[src/rtl/vae_pkg.sv]
// Shared encodings for the latent-vector mu/var buffer sequencing blocks.
package vae_pkg;
  typedef enum logic [2:0] {
    ST_CLR, ST_IDLE, ST_MU, ST_VAR, ST_FLUSH, ST_DONE
  } state_e;

  localparam logic MODE_MU   = 1'b0;
  localparam logic MODE_VAR  = 1'b1;
  localparam int   DEPTH_DEF = 8;
endpackage

[src/rtl/seq_tag_reg.sv]
// One-stage tag pipeline aligning valid/mode/first/last with the buffer's registered read data.
module seq_tag_reg (
  input  logic clk,
  input  logic rst,
  input  logic read_en_i,
  input  logic mode_i,
  input  logic first_i,
  input  logic last_i,
  output logic valid_o,
  output logic mode_o,
  output logic first_o,
  output logic last_o
);
  logic valid_q, mode_q, first_q, last_q;

  // Tags are gated by read_en so an idle cycle never carries stale first/last.
  always_ff @(posedge clk or posedge rst) begin
    if (rst) begin
      valid_q <= 1'b0;
      mode_q  <= 1'b0;
      first_q <= 1'b0;
      last_q  <= 1'b0;
    end else begin
      valid_q <= read_en_i;
      mode_q  <= read_en_i & mode_i;
      first_q <= read_en_i & first_i;
      last_q  <= read_en_i & last_i;
    end
  end

  assign valid_o = valid_q;
  assign mode_o  = mode_q;
  assign first_o = first_q;
  assign last_o  = last_q;
endmodule

[src/rtl/latent_buffer_sequencer.sv]
// Sequences one mu/var circular weight buffer: per vector a mu pass then a var pass of DEPTH reads,
// tagging the buffer's registered output for the PE.
module latent_buffer_sequencer
  import vae_pkg::*;
#(
  parameter int DEPTH = DEPTH_DEF,
  parameter int CNT_W = 8
) (
  input  logic             clk,
  input  logic             rst,
  input  logic             start,
  input  logic [CNT_W-1:0] num_vec,
  input  logic             pe_ready,
  input  logic             abort,
  output logic             buf_rst,
  output logic             buf_read_en,
  output logic             buf_op_mode,
  output logic             pe_valid,
  output logic             pe_mode,
  output logic             pe_first,
  output logic             pe_last,
  output logic             busy,
  output logic             done,
  output logic [CNT_W-1:0] vec_idx
);
  localparam int COL_W = (DEPTH > 1) ? $clog2(DEPTH) : 1;

  state_e           state_q, state_d;
  logic [COL_W-1:0] col_q, col_d;
  logic [CNT_W-1:0] vec_q, vec_d;
  logic [CNT_W-1:0] nvec_q, nvec_d;
  logic             col_last;
  logic [CNT_W:0]   vec_nxt;

  assign col_last = (col_q == COL_W'(DEPTH - 1));
  assign vec_nxt  = {1'b0, vec_q} + (CNT_W + 1)'(1);

  always_ff @(posedge clk or posedge rst) begin
    if (rst) begin
      state_q <= ST_CLR;
      col_q   <= '0;
      vec_q   <= '0;
      nvec_q  <= '0;
    end else begin
      state_q <= state_d;
      col_q   <= col_d;
      vec_q   <= vec_d;
      nvec_q  <= nvec_d;
    end
  end

  always_comb begin
    state_d     = state_q;
    col_d       = col_q;
    vec_d       = vec_q;
    nvec_d      = nvec_q;
    buf_rst     = 1'b0;
    buf_read_en = 1'b0;
    buf_op_mode = MODE_MU;
    busy        = 1'b0;
    done        = 1'b0;
    case (state_q)
      ST_CLR: begin
        // Forces the buffer pointer back to 0 whatever it held before reset or abort.
        buf_rst = 1'b1;
        col_d   = '0;
        vec_d   = '0;
        state_d = ST_IDLE;
      end
      ST_IDLE: begin
        if (start) begin
          if (num_vec != '0) begin
            nvec_d  = num_vec;
            col_d   = '0;
            vec_d   = '0;
            state_d = ST_MU;
          end else begin
            state_d = ST_DONE;
          end
        end
      end
      ST_MU, ST_VAR: begin
        busy        = 1'b1;
        buf_op_mode = (state_q == ST_VAR) ? MODE_VAR : MODE_MU;
        if (abort) begin
          state_d = ST_CLR;
        end else begin
          buf_read_en = pe_ready;
          if (pe_ready) begin
            if (col_last) begin
              col_d = '0;
              if (state_q == ST_MU) begin
                state_d = ST_VAR;
              end else begin
                vec_d   = vec_nxt[CNT_W-1:0];
                state_d = (vec_nxt != {1'b0, nvec_q}) ? ST_MU : ST_FLUSH;
              end
            end else begin
              col_d = col_q + COL_W'(1);
            end
          end
        end
      end
      ST_FLUSH: begin
        // Lets the last var word's tags reach the PE before done.
        busy    = 1'b1;
        state_d = abort ? ST_CLR : ST_DONE;
      end
      ST_DONE: begin
        done    = 1'b1;
        state_d = ST_IDLE;
      end
      default: state_d = ST_CLR;
    endcase
  end

  assign vec_idx = vec_q;

  seq_tag_reg u_tag (
    .clk       (clk),
    .rst       (rst),
    .read_en_i (buf_read_en),
    .mode_i    (buf_op_mode),
    .first_i   (col_q == '0),
    .last_i    (col_last),
    .valid_o   (pe_valid),
    .mode_o    (pe_mode),
    .first_o   (pe_first),
    .last_o    (pe_last)
  );
endmodule
[config.mk]
export PLATFORM = sky130hd
export DESIGN_NAME = latent_buffer_sequencer
export DESIGN_NICKNAME = d
export VERILOG_FILES = /design/src/rtl/vae_pkg.sv /design/src/rtl/seq_tag_reg.sv /design/src/rtl/latent_buffer_sequencer.sv
export SDC_FILE = /design/constraint.sdc
export NUM_CORES = 1
export LEC_CHECK = 0
export BUFFER_PORTS_ARGS = -buffer_cell sky130_fd_sc_hd__buf_2
export CAP_MARGIN = 10
export CORE_ASPECT_RATIO = 1.75
export CORE_MARGIN = 4
export CORE_UTILIZATION = 45
export CTS_CLUSTER_SIZE = 24
export DETAILED_ROUTE_END_ITERATION = 8
export PLACE_DENSITY = 0.7
export SKIP_LAST_GASP = 1
export SLEW_MARGIN = 20
export SYNTH_ARGS = -nofsm -noshare
export SYNTH_HDL_FRONTEND = slang
export SYNTH_SLANG_ARGS = --single-unit
[constraint.sdc]
create_clock -name clk -period 1.8 [get_ports clk]
set_input_delay 0.36 -clock clk [delete_from_list [all_inputs] [get_ports clk]]
set_output_delay 0.36 -clock clk [all_outputs]
set_load 0.02 [all_outputs]
=== After elaboration in Yosys (flattened, before gate mapping) ===
Index checks and enable logic that the tools add are counted.

* Word-level logic and storage cells: 68
* Register bits: 26

* Eq/ne operators: 15
* Reductions and logical operators: 11
* Bitwise gates (word level): 3
* Muxes and demuxes: 29
* Add/sub/neg operators: 2

{| class="wikitable"
|+ Operators with widths
! operator !! number
|-
| $mux 8 || 6
|-
| $mux 3 || 13
|-
| $pmux 8 s3 || 1
|-
| $pmux 3 s4 || 1
|-
| $ne 2x2->1 const B || 5
|-
| $add 8x1->9 const B || 1
|-
| $eq 3x3->1 const B || 3
|-
| $ne 9x8->1 || 1
|-
| $pmux 3 s3 || 1
|-
| $reduce_bool 8->1 || 1
|-
| $mux 1 || 7
|-
| $reduce_and 7->1 || 1
|-
| $eq 3x2->1 const B || 2
|-
| $logic_not 3->1 || 2
|-
| $reduce_and 3->1 || 2
|-
| $reduce_and 5->1 || 1
|-
| $reduce_or 2->1 || 2
|-
| $add 3x1->3 const B || 1
|-
| $and 1x1->1 || 3
|-
| $eq 3x1->1 const B || 1
|-
| $ne 3x2->1 const B || 1
|-
| $ne 3x3->1 const B || 1
|-
| $reduce_bool 3->1 || 1
|-
| $reduce_or 3->1 || 1
|-
| $ne 2x1->1 const B || 1
|}

=== Logic depth before layout (Yosys ltp) ===
Gate-level depths: netlist (run 1).

* Depth after elaboration: 8
* Mapped depth: 7

=== By module ===
A second synthesis (run 1) with hierarchy kept.

* Cell total of the unflattened synthesis: 177
* Area total of the unflattened synthesis: 1,631.6 µm²

{| class="wikitable"
|+ By module, submodules not included
! module !! sequential area each (µm²) !! cells an instance !! times used !! area an instance (µm²)
|-
| latent_buffer_sequencer || 550.5 || 169 || 1 || 1,508.9
|-
| seq_tag_reg || 100.1 || 8 || 1 || 122.6
|}

=== Least setup slack after synthesis (run 1) ===
OpenSTA, ideal clock, no wires.

* Path type: reg-to-reg
* Start point: reg vec_q[0], in the netlist vec_idx[0]
* End point: reg state_q[2]
* Path slack: -0.109 ns
* Setup time: 0.064 ns
* Clock period less this slack: 1.909 ns
* Arrival: 1.844 ns
* Cell stages (with the launch flop): 8
* Cell sequence: dfrtp_1 ha_1 and3_1 buf_2 a21oi_1 a41o_1 nor4_2 a31o_2

* Word-level cells in the longest chain between the ends: 8

{| class="wikitable"
|+ Ends and longest elaborated chain
! element !! RTL line !! RTL
|-
| from (decl) || latent_buffer_sequencer.sv:30 || <nowiki>logic [CNT_W-1:0] vec_q, vec_d;</nowiki>
|-
| from (signal assigned) || latent_buffer_sequencer.sv:47 || <nowiki>vec_q <= vec_d;</nowiki>
|-
| $add 8x1->9 || latent_buffer_sequencer.sv:36 || <nowiki>assign vec_nxt = {1'b0, vec_q} + (CNT_W + 1)'(1);</nowiki>
|-
| $ne 9x8->1 || latent_buffer_sequencer.sv:96 || <nowiki>state_d = (vec_nxt != {1'b0, nvec_q}) ? ST_MU : ST_FLUSH;</nowiki>
|-
| $mux 3 || latent_buffer_sequencer.sv:96 ||
|-
| $mux 3 || latent_buffer_sequencer.sv:92 || <nowiki>if (state_q == ST_MU) begin</nowiki>
|-
| $mux 3 || latent_buffer_sequencer.sv:90 || <nowiki>if (col_last) begin</nowiki>
|-
| $mux 3 || latent_buffer_sequencer.sv:89 || <nowiki>if (pe_ready) begin</nowiki>
|-
| $mux 3 || latent_buffer_sequencer.sv:85 || <nowiki>if (abort) begin</nowiki>
|-
| $pmux 3 s4 || latent_buffer_sequencer.sv:62 || <nowiki>case (state_q)</nowiki>
|-
| to (signal assigned) || latent_buffer_sequencer.sv:45 || <nowiki>state_q <= state_d;</nowiki>
|-
| to (decl) || latent_buffer_sequencer.sv:28 || <nowiki>state_e state_q, state_d;</nowiki>
|}

Every way passes these cells. The select of a mux whose other input is x is not followed.
A chain may end at the register's enable or synchronous reset.

=== Final worst setup path (run 1) ===
* Start point: reg state_q[2]
* End point: out buf_read_en

* Word-level cells in the longest chain between the ends: 3

{| class="wikitable"
|+ Ends and longest elaborated chain
! element !! RTL line !! RTL
|-
| $eq 3x2->1 || latent_buffer_sequencer.sv:62 ||
|-
| $reduce_or 2->1 (*) || latent_buffer_sequencer.sv:62 ||
|-
| $mux 1 (*) || latent_buffer_sequencer.sv:62 ||
|-
| to (decl) || latent_buffer_sequencer.sv:16 || <nowiki>output logic buf_read_en,</nowiki>
|}

Every way passes the cells marked *; elsewhere a longest branch is shown, timed or not.

==> results of run 1 <==
[through the flow]
stage                     hold WS, ps  power, mW  cells
final                             117       2.27    256
after global routing              134       2.44    256
after CTS                         131       2.23    253
after detailed placement          434       1.83    249
after global placement            429       1.80    249
after floorplan                   400       1.52    166
[cells in the final DEF (no fill, tap or decap), types with 2 or more instances in the layout]
cell type  netlist  layout
nand3b_1         2       2
and2_1           2       2
a21oi_1          7       7
dfrtp_1         26      24
mux2_2           8       8
nand3_1          6       6
clkbuf_8         0       4
nand2b_1         4       4
nor2b_1          2       2
buf_4            0      22
nor3_1           9       8
nor3b_4          0       2
and3_1           3       2
o21ai_0         12      12
ha_1             4       3
a31o_2           2       2
buf_2            4      28
xnor2_1          3       3
a31oi_1          9       9
or4_4            2       2
nand2_1         13      12
dfrtp_2          0       2
xor2_1           5       5
inv_1            5       4
nor2_1          11      11
[sequential cells by signal (all words and copies together) (netlist names)]
name and count:
nvec_q 8, vec_idx 8, col_q 3, state_q 3
u_tag.first_o 1, u_tag.last_o 1, u_tag.mode_o 1, u_tag.valid_o 1
[worst max-delay path by stage]
stage	end	slack [ps]	cells past startpoint	start
final	buf_read_en	60	5	state_q[2]$_DFFE_PP0P_
after global routing	buf_read_en	-10	5	state_q[2]$_DFFE_PP0P_
after CTS	buf_read_en	-20	5	state_q[2]$_DFFE_PP0P_
after detailed placement	col_q[1]$_DFFE_PP0P_	-130	6	num_vec[2]
after global placement	col_q[1]$_DFFE_PP0P_	-60	6	num_vec[2]
after floorplan	state_q[2]$_DFFE_PP0P_	10	7	vec_idx[0]$_DFFE_PP0P_
[tightest hold or removal path, stage by stage]
cell and delay, ps:
buf_2 90, inv_1 40, buf_4 300
[kinds of logic (layout without fill, tap and decap cells)]
| family | Yosys count | after routing | share of synthesized area |
|---|---|---|---|
| compound gates | 38 | 38 | 0.151 |
| xor+xnor | 9 | 9 | 0.0556 |
| fa+ha+maj | 4 | 4 | 0.0322 |
| buf+inv | 15 | 60 | 0.0443 |
| flops | 26 | 26 | 0.419 |
| mux | 8 | 8 | 0.0580 |
| simple gates | 66 | 66 | 0.241 |
[power by group through the flow]
| stage | clock, mW | sequential, mW | combinational [mW] |
|---|---|---|---|
| after CTS | 0.395 | 0.831 | 1.00 |
| after detailed placement | 0 | 0.844 | 0.990 |
| after global placement | 0 | 0.833 | 0.964 |
| after floorplan | 0 | 0.832 | 0.686 |
| after global routing | 0.428 | 0.848 | 1.16 |
| final | 0.387 | 0.831 | 1.05 |
[per-layer routing]
layer,wire (µm),up-vias
li1,-,687
met1,1430,688
met4,97,0
met2,2110,52
met3,166,11
met5,0,-
[repair_timing]
item,CTS,global route
gates resized for setup,2,9
buffers inserted,0,3
pin swaps,0,3
gates cloned,0,0
setup endpoints to repair,2,14
hold endpoints to repair,0,0
[layout make-up]
class,count,area [µm²]
Clock buffer,4,55.1
Tap cell,45,56.3
Sequential cell,26,653
Multi-Input combinational cell,125,878
Inverter,5,18.8
Timing Repair Buffer,51,325
Fill cell,300,1380
==> impl_metrics.toml, run 1 <==
[run_status]
status = "finished clean"

[worst_setup_path]
crit_type = "reg2out"
critical_path.startpoint_type = "flop"
worstSetupEndpointType = "output pin"
critPathBufInv = 3
rr_worst_depth = 7
slowest_stage = "dfrtp_1"
rrSetupSlack_ps = 90
cp.arrival_ps = 1380
worst_path_dominant_cell_family = "flip-flops"
path_cells = "buf_4, nor3b_4, nand2_2, inv_2, buf_4"
crit_top_cell = "buf_4"
cpPeakStageDelay_ps = 380
timing.rr.start = "vec_idx[1]$_DFFE_PP0P_"
r2r_end = "state_q[2]$_DFFE_PP0P_"
cp.required_ps = 1440
worst-path-max-fanout = 10

[placed_design]
io_buffers = 29
place_area_um2 = 1870
dp_hpwl_mm = 2.93
place_ws_ps = -134
place.gp.congestion = 0.823

[global_route]
grt_use_met3 = 0.0261
use_met2 = 0.325
grt_max_degree = 27
grt.met1_usage = 0.206
grt.busiest_layer = "met2"
antenna_found_initial = 0
globalRouteOverflowTotal = 0
grt_pass1_vias = 1393
grt_usage = 0.183
grt_pass1_wl_mm = 6.31

[floorplan]
die_x_um = 52.4
start_util = 0.462
io_pins = 30
chipHeight_um = 85.7
core.rowCount = 28
dieArea_um2 = 4490
core_um2 = 3360

[logic_synthesis]
ys_types = 42
syn_area_per_cell_um2 = 9.36
synth_nets = 183
syn_area_um2 = 1550
synthFlopType = "dfrtp_1"
yosysTopAreaCell = "dfrtp_1"
synth_edf_count = 0
ys_top_cells_by_count = "dfrtp_1, nand2_1, o21ai_0"
ys_seq_elements = 26
ys_top_cells_by_area = "dfrtp_1, mux2_2, o21ai_0"
yosysSeqAreaShare = 0.419
yosysWarnings = 0
ys_async_sr_fraction = 1.00
synthMostInstantiatedCell = "dfrtp_1"
synth_top_area_share = 0.419
syn_inst = 166

[final_layout]
fin_area_um2 = 1990
n_antenna_cell = 0
drive_gt1_frac = 0.393
synthToLayoutAreaGrowth_pct = 27.9
fin_nets = 229
fin_util = 0.591

[detailed_routing]
drc = 0
avgViaCountPerCell = 5.62
vias = 1438
drtIter0Drc = 56
routedWlPerCell_um = 14.9
wirelength_mm = 3.81
dr.pass1.iters = 4
ant_nets = 0

[sta]
setup_viol = 0
clock.fmax_mhz = 575
slew_viol_final = 0
rsz0062_at_grt = "true"
layout_setup_ws_ps = 59.7
fin_skew_ps = 3.89
period_needed_ps = 1740
tightestPinTransition_ps = 551
max_slew_margin = 0.633
hold_violations = 0
fin_crit_sh = 0.967
tns_ps = 0

[pwr]
powerDensity_nw_per_um2 = 1140
p_leak_nw = 0.927
ir_drop_mv = 0.726
clkPwrFrac = 0.171
p_int_mw = 1.45
p_seq_frac = 0.366
switching_power_mw = 0.824
p_sw_frac = 0.363
p_comb_frac = 0.463

[clocking]
clockBufferDepth = 2
cts_tree = "built"
numClockSinks = 26
htreeDepth = 1
clockRootBuffer = "clkbuf_8"
cts_hold_buf = 0
clock_latency_ps = 280
path_clk_slew_ps = 90
numCtsBuffers = 3

[worst_hold_path]
hold_class = "in2async"

[flow_run]
drv_cap = 0
(Power assumes the default switching activity.)
==> inputs of run 2 (changes only) <==
--- a/config.mk
+++ b/config.mk
@@ -12,7 +12,7 @@
 export CORE_UTILIZATION = 45
 export CTS_CLUSTER_SIZE = 24
 export DETAILED_ROUTE_END_ITERATION = 8
-export PLACE_DENSITY = 0.7
+export PLACE_DENSITY = 0.67
 export SKIP_LAST_GASP = 1
 export SLEW_MARGIN = 20
 export SYNTH_ARGS = -nofsm -noshare
==> constraint.sdc (replaced) <==
create_clock -name clk -period 1.9 [get_ports clk]
set_input_delay 0.38 -clock clk [delete_from_list [all_inputs] [get_ports clk]]
set_output_delay 0.38 -clock clk [all_outputs]
set_load 0.02 [all_outputs]
==> run 2 against run 1 <==
Combinational power fell by 11%. Non-clock buffer count fell by 2. Sequential power fell by 5.3%. Critical endpoint is now buf_op_mode.
==> impl_metrics.toml, run 2 (synthesized netlist as in run 1, its figures left out) <==
[worst_setup_path]
critical_path.startpoint_type = "flop"
worst-path-max-fanout = 11
crit_start = "state_q[1]$_DFFE_PP0P_"
crit_type = "reg2out"
worstSetupEndpointType = "output pin"
timing.rr.start = "state_q[0]$_DFFE_PP0P_"
rrSetupSlack_ps = 100
r2r_end = "nvec_q[6]$_DFFE_PP0P_"
critPathCapture = "buf_op_mode"
cp.required_ps = 1520
rr_worst_depth = 4
cp.arrival_ps = 1430

[final_layout]
drive_gt1_frac = 0.359
layout_commonest_cell = "buf_2"
multi_input_area_um2 = 841
n_fill_cell = 327
synthToLayoutAreaGrowth_pct = 25.3
final_cell_mix = "buf_2, dfrtp_1, buf_4"
n_antenna_cell = 0
fin_nets = 227
ff_latch_area_um2 = 652

[floorplan]
io_pins = 30
die_x_um = 52.4
core.rowCount = 28
chipHeight_um = 85.7
dieArea_um2 = 4490
start_util = 0.462
core_um2 = 3360

[detailed_routing]
routedWlPerCell_um = 15.0
wirelength_mm = 3.81
ant_nets = 0
avgViaCountPerCell = 5.54
drc = 0
drtIter0Drc = 18
dr.pass1.iters = 4
vias = 1407

[sta]
hold_violations = 0
max_slew_margin = 0.420
tns_ps = 0
tightestPinTransition_ps = 870
fin_skew_ps = 1.16
clock.fmax_mhz = 552
rsz0062_at_grt = "false"
hold_slack_ps = 143
period_needed_ps = 1810
fin_crit_sh = 0.953
setup_viol = 0
slew_viol_final = 0
layout_setup_ws_ps = 89.6

[global_route]
grt_pass1_vias = 1459
grt_max_degree = 27
globalRouteOverflowTotal = 0
grt_usage = 0.188
grt_pass1_wl_mm = 6.50
antenna_found_initial = 0

[pwr]
ir_drop_mv = 0.605
p_leak_nw = 0.924
powerDensity_nw_per_um2 = 1130

[clocking]
path_clk_slew_ps = 90
htreeDepth = 1
clockBufferDepth = 2
numClockSinks = 26
cts_tree = "built"
numCtsBuffers = 3
clockRootBuffer = "clkbuf_8"
clock_latency_ps = 270

[run_status]
status = "finished clean"

[placed_design]
place.gp.congestion = 0.876
dp_hpwl_mm = 2.92
place_ws_ps = -42.7
io_buffers = 29

[worst_hold_path]
hold_class = "in2async"

[flow_run]
drv_cap = 0
[run 2: worst min path at each step]
| stage | slack [ps] | startpoint | to |
|---|---|---|---|
| after floorplan | 420 | rst | col_q[0]$_DFFE_PP0P_ |
| after global placement | 450 | rst | u_tag.last_o$_DFF_PP0_ |
| after detailed placement | 460 | rst | u_tag.last_o$_DFF_PP0_ |
| after CTS | 160 | rst | state_q[0]$_DFFE_PP0P_ |
| after global routing | 200 | rst | state_q[0]$_DFFE_PP0P_ |
| final | 140 | rst | u_tag.last_o$_DFF_PP0_ |
[run 2: timing repair]
item | in CTS | in global routing
hold buffers | 0 | 0
resized for setup | 2 | 1
endpoints found under the setup margin | 2 | 3
pin swaps | 0 | 1
setup buffers | 0 | 3
[run 2: layout make-up]
type / instances / area share
flip-flops and latches: 26 / 0.335
clock inverters: 1 / 0.0154
inverters: 5 / 0.00964
multi-input cells: 125 / 0.432
repair buffers: 49 / 0.158
well taps: 45 / 0.0289
clock buffers: 3 / 0.0212
[run 2: critical path, cell delays in order (launching register included)]
cell and delay [ps]:
dfrtp_1 360, buf_4 170, nor2b_2 300, and2_1 170, buf_2 160
[run 2: where the power goes]
group          internal, mW  switching [mW]
registers             0.685           0.102
logic                 0.452           0.487
clock network         0.282           0.186
total                  1.42           0.775
[run 2: per-layer routing]
layer / GRT usage / vias up / part of all wire / wire [µm]
met4: 0.0814 / 0 / 0.029 / 111
met2: 0.338 / 39 / 0.56 / 2150
li1: - / 685 / - / -
met1: 0.216 / 672 / 0.37 / 1400
met5: 0 / - / 0 / 0
met3: 0.0191 / 11 / 0.039 / 147
[run 2: through the flow]
stage / instance area [µm²] / utilization / total power [mW] / instances
6_report: 1950 / 0.579 / 2.19 / 254
5_1_grt: 1950 / 0.579 / 2.34 / 254
2_1_floorplan: 1560 / - / 1.44 / 166
3_5_place_dp: 1850 / 0.549 / 1.71 / 247
4_1_cts: 1920 / 0.572 / 2.19 / 251
3_3_place_gp: 1850 / 0.549 / 1.67 / 247
